**src/rtl/hazard_flush_ctrl.sv**
```systemverilog
// Pipeline hazard/flush controller: RAW stalls, branch flushes and memory-wait freezes.
// Define HAZARD_FWD_EN when a forwarding unit is present (load-use stalls only).
module hazard_flush_ctrl #(
  parameter int unsigned FLUSH_DEPTH = 1,
  parameter int unsigned CNT_W       = 16
) (
  input  logic             clk,
  input  logic             rst,
  input  logic [3:0]       src1,
  input  logic [3:0]       src2,
  input  logic             src1Vld,
  input  logic             src2Vld,
  input  logic [3:0]       exeDest,
  input  logic             exeWbEn,
  input  logic             exeMemrEn,
  input  logic [3:0]       memDest,
  input  logic             memWbEn,
  input  logic             bTaken,
  input  logic             memBusy,
  output logic             freezePc,
  output logic             freezeIfId,
  output logic             freezeAll,
  output logic             flushIfId,
  output logic             flushIdEx,
  output logic [CNT_W-1:0] stallCnt,
  output logic [CNT_W-1:0] flushCnt
);

  typedef enum logic [1:0] {StRun, StBrFlush, StMemWait} state_e;

  state_e     stateQ, stateD;
  logic [2:0] cntQ, cntD;
  logic       stallInc, flushInc;
  logic       fPc, fIfId, fAll, flIfId, flIdEx;
  logic       hazard;

  logic exeM1, exeM2, memM1, memM2;
  assign exeM1 = src1Vld && (exeDest == src1);
  assign exeM2 = src2Vld && (exeDest == src2);
  assign memM1 = src1Vld && (memDest == src1);
  assign memM2 = src2Vld && (memDest == src2);

`ifdef HAZARD_FWD_EN
  logic unusedIn;
  assign unusedIn = ^{memM1, memM2, memWbEn};
  assign hazard   = exeMemrEn && exeWbEn && (exeM1 || exeM2);
`else
  logic unusedIn;
  assign unusedIn = exeMemrEn;
  // Without forwarding the consumer waits until the producer has left MEM.
  assign hazard   = (exeWbEn && (exeM1 || exeM2)) || (memWbEn && (memM1 || memM2));
`endif

  always_comb begin
    stateD   = stateQ;
    cntD     = cntQ;
    stallInc = 1'b0;
    flushInc = 1'b0;
    fPc      = 1'b0;
    fIfId    = 1'b0;
    fAll     = 1'b0;
    flIfId   = 1'b0;
    flIdEx   = 1'b0;
    unique case (stateQ)
      StBrFlush: begin
        if (memBusy) begin
          fAll  = 1'b1;
          fPc   = 1'b1;
          fIfId = 1'b1;
        end else begin
          flIfId   = 1'b1;
          flIdEx   = 1'b1;
          flushInc = 1'b1;
          cntD     = cntQ - 3'd1;
          if (cntQ == 3'd1) stateD = StRun;
        end
      end
      // MEMWAIT with memBusy low falls straight into the RUN evaluation.
      default: begin
        if (memBusy) begin
          fAll   = 1'b1;
          fPc    = 1'b1;
          fIfId  = 1'b1;
          stateD = StMemWait;
        end else if (bTaken) begin
          flIfId   = 1'b1;
          flIdEx   = 1'b1;
          flushInc = 1'b1;
          if (FLUSH_DEPTH > 1) begin
            stateD = StBrFlush;
            cntD   = 3'(FLUSH_DEPTH - 1);
          end else begin
            stateD = StRun;
          end
        end else if (hazard) begin
          fPc      = 1'b1;
          fIfId    = 1'b1;
          flIdEx   = 1'b1;
          stallInc = 1'b1;
          stateD   = StRun;
        end else begin
          stateD = StRun;
        end
      end
    endcase
  end

  always_ff @(posedge clk or negedge rst) begin
    if (!rst) begin
      stateQ   <= StRun;
      cntQ     <= 3'd0;
      stallCnt <= '0;
      flushCnt <= '0;
    end else begin
      stateQ <= stateD;
      cntQ   <= cntD;
      if (stallInc && (stallCnt != {CNT_W{1'b1}})) stallCnt <= stallCnt + 1'b1;
      if (flushInc && (flushCnt != {CNT_W{1'b1}})) flushCnt <= flushCnt + 1'b1;
    end
  end

  // Controls are forced low for the whole time reset is held.
  assign freezePc   = rst & fPc;
  assign freezeIfId = rst & fIfId;
  assign freezeAll  = rst & fAll;
  assign flushIfId  = rst & flIfId;
  assign flushIdEx  = rst & flIdEx;

endmodule

```
**config.mk**
```make
export PLATFORM = sky130hd
export DESIGN_NAME = hazard_flush_ctrl
export DESIGN_NICKNAME = d
export VERILOG_FILES = /design/src/rtl/hazard_flush_ctrl.sv
export SDC_FILE = /design/constraint.sdc
export NUM_CORES = 1
export LEC_CHECK = 0
export ABC_CLOCK_PERIOD_IN_PS = 2110
export CAP_MARGIN = 20
export CORE_ASPECT_RATIO = 0.9
export CORE_UTILIZATION = 33
export CTS_BUF_LIST = sky130_fd_sc_hd__clkbuf_8
export DETAILED_ROUTE_END_ITERATION = 10
export SETUP_SLACK_MARGIN = 0.1
export SYNTH_ARGS = -nofsm -noshare
export SYNTH_HDL_FRONTEND = slang
export SYNTH_SLANG_ARGS = --single-unit
```
**constraint.sdc**
```tcl
create_clock -name clk -period 2.11 [get_ports clk]
set_clock_uncertainty 0.15 [all_clocks]
set_input_delay 0.3165 -clock clk [delete_from_list [all_inputs] [get_ports clk]]
set_output_delay 0.3165 -clock clk [all_outputs]
set_load 0.1 [all_outputs]
```
# Yosys cells after proc, flatten, opt, wreduce, memory -nomap -nowiden
# Cells that the tools add are included.
classes:
  n_bitwise: 5
  n_reduce_logical: 13
  n_mux: 18
  n_eq_ne: 10
  add_sub_neg: 3
ops:
  columns: ["cell", "n"]
  rows:
  - ["adder 16 x 1 -> 16 bit (second input constant)", 2]
  - ["!= test 16 bit (second input constant)", 2]
  - ["== test 4 bit", 4]
  - ["two-way mux 1 bit", 14]
  - ["logical AND 1 bit", 8]
  - ["two-way mux 2 bit", 4]
  - ["AND 1 bit", 4]
  - ["!= test 2 bit (second input constant)", 2]
  - ["AND reduction 2 bit", 2]
  - ["== test 3 x 1 -> 1 bit (second input constant)", 1]
  - ["logical OR 1 bit", 3]
  - ["subtractor 3 x 1 -> 3 bit (second input constant)", 1]
  - ["== test 2 x 1 -> 1 bit (second input constant)", 1]
  - ["inverter 1 bit", 1]
word_totals:
  elab_cells: 53
  ff_bits: 37
  input_bits: 25
  out_inout_bits: 37

# Longest topological paths before layout
depth:
  depth_word: 10
  depth_mapped: 8
  ltp_nobuf: 7

# Least setup slack after synthesis
# Ideal clock, no wire load.
synth_path:
  kind: "input-to-output"
  startpoint: "in exeDest[3]"
  endpoint: "out flushIdEx"
  stages: 6
  path_slack_ps: -1795
  arrival_ps: 3439
  path_buffers: 1
  path_cell_list: "xor2_1 > nor4_2 > nor4_4 > buf_6 > nor2b_1 > nor3b_1"
synth_via:
  elab_chain_len: 10
synth_rtl:
  columns: ["element", "line_no", "rtl"]
  rows:
  - ["start: declaration", "13", "input logic [3:0] exeDest,"]
  - ["== test 4 bit (on tied branches)", "38, 39", null]
  - ["logical AND 1 bit (on tied branches)", "38, 39", null]
  - ["logical OR 1 bit *", "51", "assign hazard = (exeWbEn && (exeM1 || exeM2)) || (memWbEn && (memM1 || memM2));"]
  - ["logical AND 1 bit *", "51", null]
  - ["logical OR 1 bit *", "51", null]
  - ["two-way mux 1 bit *", "95", "end else if (hazard) begin"]
  - ["two-way mux 1 bit *", "85", "end else if (bTaken) begin"]
  - ["two-way mux 1 bit *", "80", "if (memBusy) begin"]
  - ["two-way mux 1 bit *", "64", "unique case (stateQ)"]
  - ["AND 1 bit *", "127", "assign flushIdEx = rst & flIdEx;"]
  - ["end: declaration", "24", "output logic flushIdEx,"]
# Every way passes the cells marked *; elsewhere a longest branch is shown, timed or not.

# Final worst setup path
layout_path:
  startpoint: "in memDest[0]"
  endpoint: "out flushIdEx"
layout_via:
  elab_chain_len: 10
layout_rtl:
  columns: ["element", "line_no", "rtl"]
  rows:
  - ["start: declaration", "16", "input logic [3:0] memDest,"]
  - ["== test 4 bit (on tied branches)", "40, 41", null]
  - ["logical AND 1 bit (on tied branches)", "40, 41", null]
  - ["logical OR 1 bit *", "51", null]
  - ["logical AND 1 bit *", "51", null]
  - ["logical OR 1 bit *", "51", null]
  - ["two-way mux 1 bit *", "95", null]
  - ["two-way mux 1 bit *", "85", null]
  - ["two-way mux 1 bit *", "80", null]
  - ["two-way mux 1 bit *", "64", null]
  - ["AND 1 bit *", "127", null]
# Marked as above.

==> impl_metrics.sql <==
INSERT INTO impl_metrics (metric_group, metric, value, unit) VALUES
('synth', 'synth_seq_cells', '32', ''),
('synth', 'postSynth.asyncResetShare', '1.00', ''),
('timing', 'tns', '-0.104', 'ns'),
('placement', 'place_congestion', '0.816', ''),
('clocking', 'worst_skew_pair.late_latency', '0.28', 'ns'),
('clocking', 'h-tree-depth', '2', ''),
('synth', 'synth_enable_flop_cells', '0', ''),
('worst_setup_path', 'arr_time_crit_path', '1.72', 'ns'),
('die', 'die_h', '73.9', 'um'),
('die', 'core-area', '5380', 'sq um'),
('cells_and_area', 'design.final.nets', '287', ''),
('routing', 'detail-route-antenna-nets', '0', ''),
('clocking', 'clk_pin_slew_worst_paths', '0.07', 'ns'),
('power', 'cellLeakagePower', '1.40', 'nW'),
('power', 'power', '2.49', 'mW'),
('flow_run', 'cap_viol_max_count', '0', ''),
('power', 'power_switching_share', '0.448', ''),
('timing', 'setup_repair_after_global_routing_missed_its_margin', 'yes', ''),
('power', 'power_density', '769', 'nW/um^2'),
('power', 'sequential_share_of_power', '0.336', ''),
('synth', 'synth_most_common_cell', 'sky130_fd_sc_hd__xor2_1', ''),
('placement', 'placement.io_buffers', '60', ''),
('cells_and_area', 'fraction_of_layout_cells_with_a_size_suffix_above_1', '0.655', ''),
('synth', 'yosys.area.top_type_share', '0.422', ''),
('worst_setup_path', 'data_required_time_at_the_worst_endpoint', '1.64', 'ns'),
('timing', 'max_freq', '458', 'MHz'),
('global_route', 'globalRouteOverflowTotal', '0', ''),
('synth', 'yosysTopAreaCell', 'sky130_fd_sc_hd__dfrtp_1', ''),
('clocking', 'cts_sinks', '32', ''),
('synth', 'syn-mean-instance-area', '10.8', 'sq um'),
('routing', 'detailedRoute.firstPassIterationCount', '4', ''),
('timing', 'timing.final.crit_period', '2.19', 'ns'),
('die', 'die_area', '6060', 'sq um'),
('routing', 'post_drt_via_cell_ratio', '4.78', ''),
('power', 'internal-power', '1.38', 'mW'),
('global_route', 'overall_fraction_of_global_route_tracks_in_use', '0.173', ''),
('global_route', 'first_global_vias', '1584', ''),
('timing', 'timing.final.setup_violations', '3', ''),
('synth', 'synth.top_cells.by_count', 'sky130_fd_sc_hd__xor2_1, sky130_fd_sc_hd__dfrtp_1, sky130_fd_sc_hd__nand3_1, sky130_fd_sc_hd__nand2_1, sky130_fd_sc_hd__nor2_1', ''),
('routing', 'drc', '0', ''),
('timing', 'report.final.slew_viol_count', '0', ''),
('timing', 'hold_viol', '0', ''),
('timing', 'fin_crit_sh', '1.04', ''),
('routing', 'wl_per_cell', '14.4', 'um'),
('cells_and_area', 'area_growth_syn_to_layout', '70.8', '%'),
('power', 'power.share.clock', '0.240', ''),
('status', 'failing_checks', 'negative setup slack', ''),
('timing', 'layout_setup_ws', '-0.0752', 'ns'),
('power', 'irDropWorstVdd', '582', 'uV'),
('worst_setup_path', 'startpoint_type', 'input pin', ''),
('placement', 'place_hpwl', '3510', 'um'),
('timing', 'timing.max_slew.rel_slack', '0.720', ''),
('synth', 'synth_ff_type', 'sky130_fd_sc_hd__dfrtp_1', ''),
('clocking', 'clock_buffer_depth', '2', ''),
('power', 'comb_power_share', '0.425', ''),
('synth', 'seq_area_frac_synth', '0.422', ''),
('power', 'total_switching_power', '1.12', 'mW'),
('global_route', 'antenna_found_initial', '0', ''),
('die', 'floorplan.initialDensity', '0.353', ''),
('placement', 'place_ws', '-0.612', 'ns'),
('clocking', 'tritoncts', 'built', ''),
('die', 'die_w', '81.9', 'um'),
('synth', 'netlist-cell-type-count', '39', ''),
('synth', 'syn-instance-count', '176', ''),
('worst_hold_path', 'type_of_the_tightest_min_delay_check', 'flop to flop', ''),
('timing', 'hold_ws', '0.328', 'ns'),
('placement', 'placed_cell_area', '2860', 'sq um'),
('cells_and_area', 'antenna_cells_inserted', '0', ''),
('status', 'status', 'finished with violations', ''),
('worst_setup_path', 'critPathMaxFanout', '3', ''),
('routing', 'finalWirelength', '4710', 'um');
layout make-up:
cell class                      instances  area, sq um
Tap cell                               67         83.8
Clock buffer                            5         68.8
Inverter                                3         11.3
Fill cell                             457         2140
Clock inverter                          3         42.5
Multi-Input combinational cell        138         1400
Timing Repair Buffer                   80          737
Sequential cell                        32          901
layer usage:
metal / track usage / wire (um) / up-vias
met4: 0.0409 / 29 / 0
met2: 0.279 / 2340 / 35
met5: 0 / 0 / -
met3: 0.0348 / 164 / 4
li1: - / - / 768
met1: 0.237 / 2180 / 760
stage by stage:
stage | util | std cells
final | 0.602 | 328
after global routing | 0.602 | 328
after CTS | 0.579 | 327
after detailed placement | 0.532 | 318
after global placement | 0.532 | 318
after floorplan | - | 176
kinds of logic after synthesis:
| kind of cell | share of synthesized area |
|---|---|
| DFF | 0.422 |
| buffers and inverters | 0.0218 |
| xor gates and xnor gates | 0.212 |
| muxes | 0.0138 |
| and+or+nand+nor | 0.301 |
| AOI/OAI and AO/OA | 0.0152 |
| adders and majority gates | 0.0132 |
critical path, stage by stage:
cell and delay (ns):
sky130_fd_sc_hd__buf_4 0.13, sky130_fd_sc_hd__xor2_2 0.18, sky130_fd_sc_hd__nor4_4 0.31, sky130_fd_sc_hd__nor4_4 0.09, sky130_fd_sc_hd__clkbuf_16 0.15, sky130_fd_sc_hd__nor2b_4 0.12, sky130_fd_sc_hd__nor3b_4 0.22, sky130_fd_sc_hd__buf_12 0.20
layout by cell type, fill, tap and decap left out, types with 2 or more instances in the layout:
| cell | synthesis | final |
|---|---|---|
| sky130_fd_sc_hd__clkbuf_8 | 0 | 5 |
| sky130_fd_sc_hd__and2_1 | 2 | 2 |
| sky130_fd_sc_hd__nor2b_4 | 1 | 2 |
| sky130_fd_sc_hd__dfrtp_2 | 0 | 8 |
| sky130_fd_sc_hd__and3_1 | 3 | 3 |
| sky130_fd_sc_hd__nor3_4 | 0 | 2 |
| sky130_fd_sc_hd__or3_4 | 1 | 2 |
| sky130_fd_sc_hd__buf_4 | 1 | 53 |
| sky130_fd_sc_hd__nor4_4 | 1 | 6 |
| sky130_fd_sc_hd__nor4_2 | 5 | 2 |
| sky130_fd_sc_hd__buf_6 | 2 | 6 |
| sky130_fd_sc_hd__nand3_1 | 16 | 10 |
| sky130_fd_sc_hd__nor2_1 | 12 | 10 |
| sky130_fd_sc_hd__xor2_4 | 0 | 3 |
| sky130_fd_sc_hd__xnor2_1 | 11 | 7 |
| sky130_fd_sc_hd__nor4_1 | 4 | 2 |
| sky130_fd_sc_hd__buf_2 | 0 | 5 |
| sky130_fd_sc_hd__nand3_2 | 0 | 6 |
| sky130_fd_sc_hd__xnor2_4 | 0 | 2 |
| sky130_fd_sc_hd__nor3_2 | 9 | 7 |
| sky130_fd_sc_hd__nor2_2 | 1 | 2 |
| sky130_fd_sc_hd__dfrtp_4 | 0 | 24 |
| sky130_fd_sc_hd__nor3_1 | 2 | 2 |
| sky130_fd_sc_hd__dlygate4sd2_1 | 0 | 5 |
| sky130_fd_sc_hd__nand2_1 | 12 | 12 |
| sky130_fd_sc_hd__buf_12 | 0 | 7 |
| sky130_fd_sc_hd__inv_1 | 3 | 2 |
| sky130_fd_sc_hd__xnor2_2 | 0 | 2 |
| sky130_fd_sc_hd__xor2_1 | 35 | 23 |
| sky130_fd_sc_hd__xor2_2 | 0 | 9 |
| sky130_fd_sc_hd__nor4b_2 | 2 | 2 |
sequential cells by signal, summed over array words and instances, names as in the netlist:
register / flops
flushCnt: 16
stallCnt: 16
worst paths after layout:
path                       slack, ns                        to  cells after the start                startpoint
min                             0.33  flushCnt[15]$_DFFE_PN0P_                      1  flushCnt[15]$_DFFE_PN0P_
max                            -0.08                 flushIdEx                      8                memDest[0]
max reg2reg                     0.18   stallCnt[7]$_DFFE_PN0P_                      7   stallCnt[0]$_DFFE_PN0P_
max in group asynchronous       1.17   stallCnt[4]$_DFFE_PN0P_                      2                       rst
min reg2reg                     0.33  flushCnt[15]$_DFFE_PN0P_                      1  flushCnt[15]$_DFFE_PN0P_
min in group asynchronous       0.40  stallCnt[10]$_DFFE_PN0P_                      2                       rst
power groups by stage:
stage                     clock network, mW  registers [mW]  logic [mW]
after global placement                    0           0.848        1.01
after floorplan                           0            1.35       0.221
after global routing                  0.637           0.855        1.10
after detailed placement                  0           0.845        1.02
after CTS                             0.611           0.834        1.04
final                                 0.597           0.836        1.06
timing repair:
item                                    CTS  global route
pin swaps                                19            14
hold buffers                              0             0
buffers inserted                          1             1
endpoints found under the setup margin   17            18
resized for setup                        98            35
endpoints found under the hold margin     0             0
No activity file was read; power rests on OpenSTA's default activity.
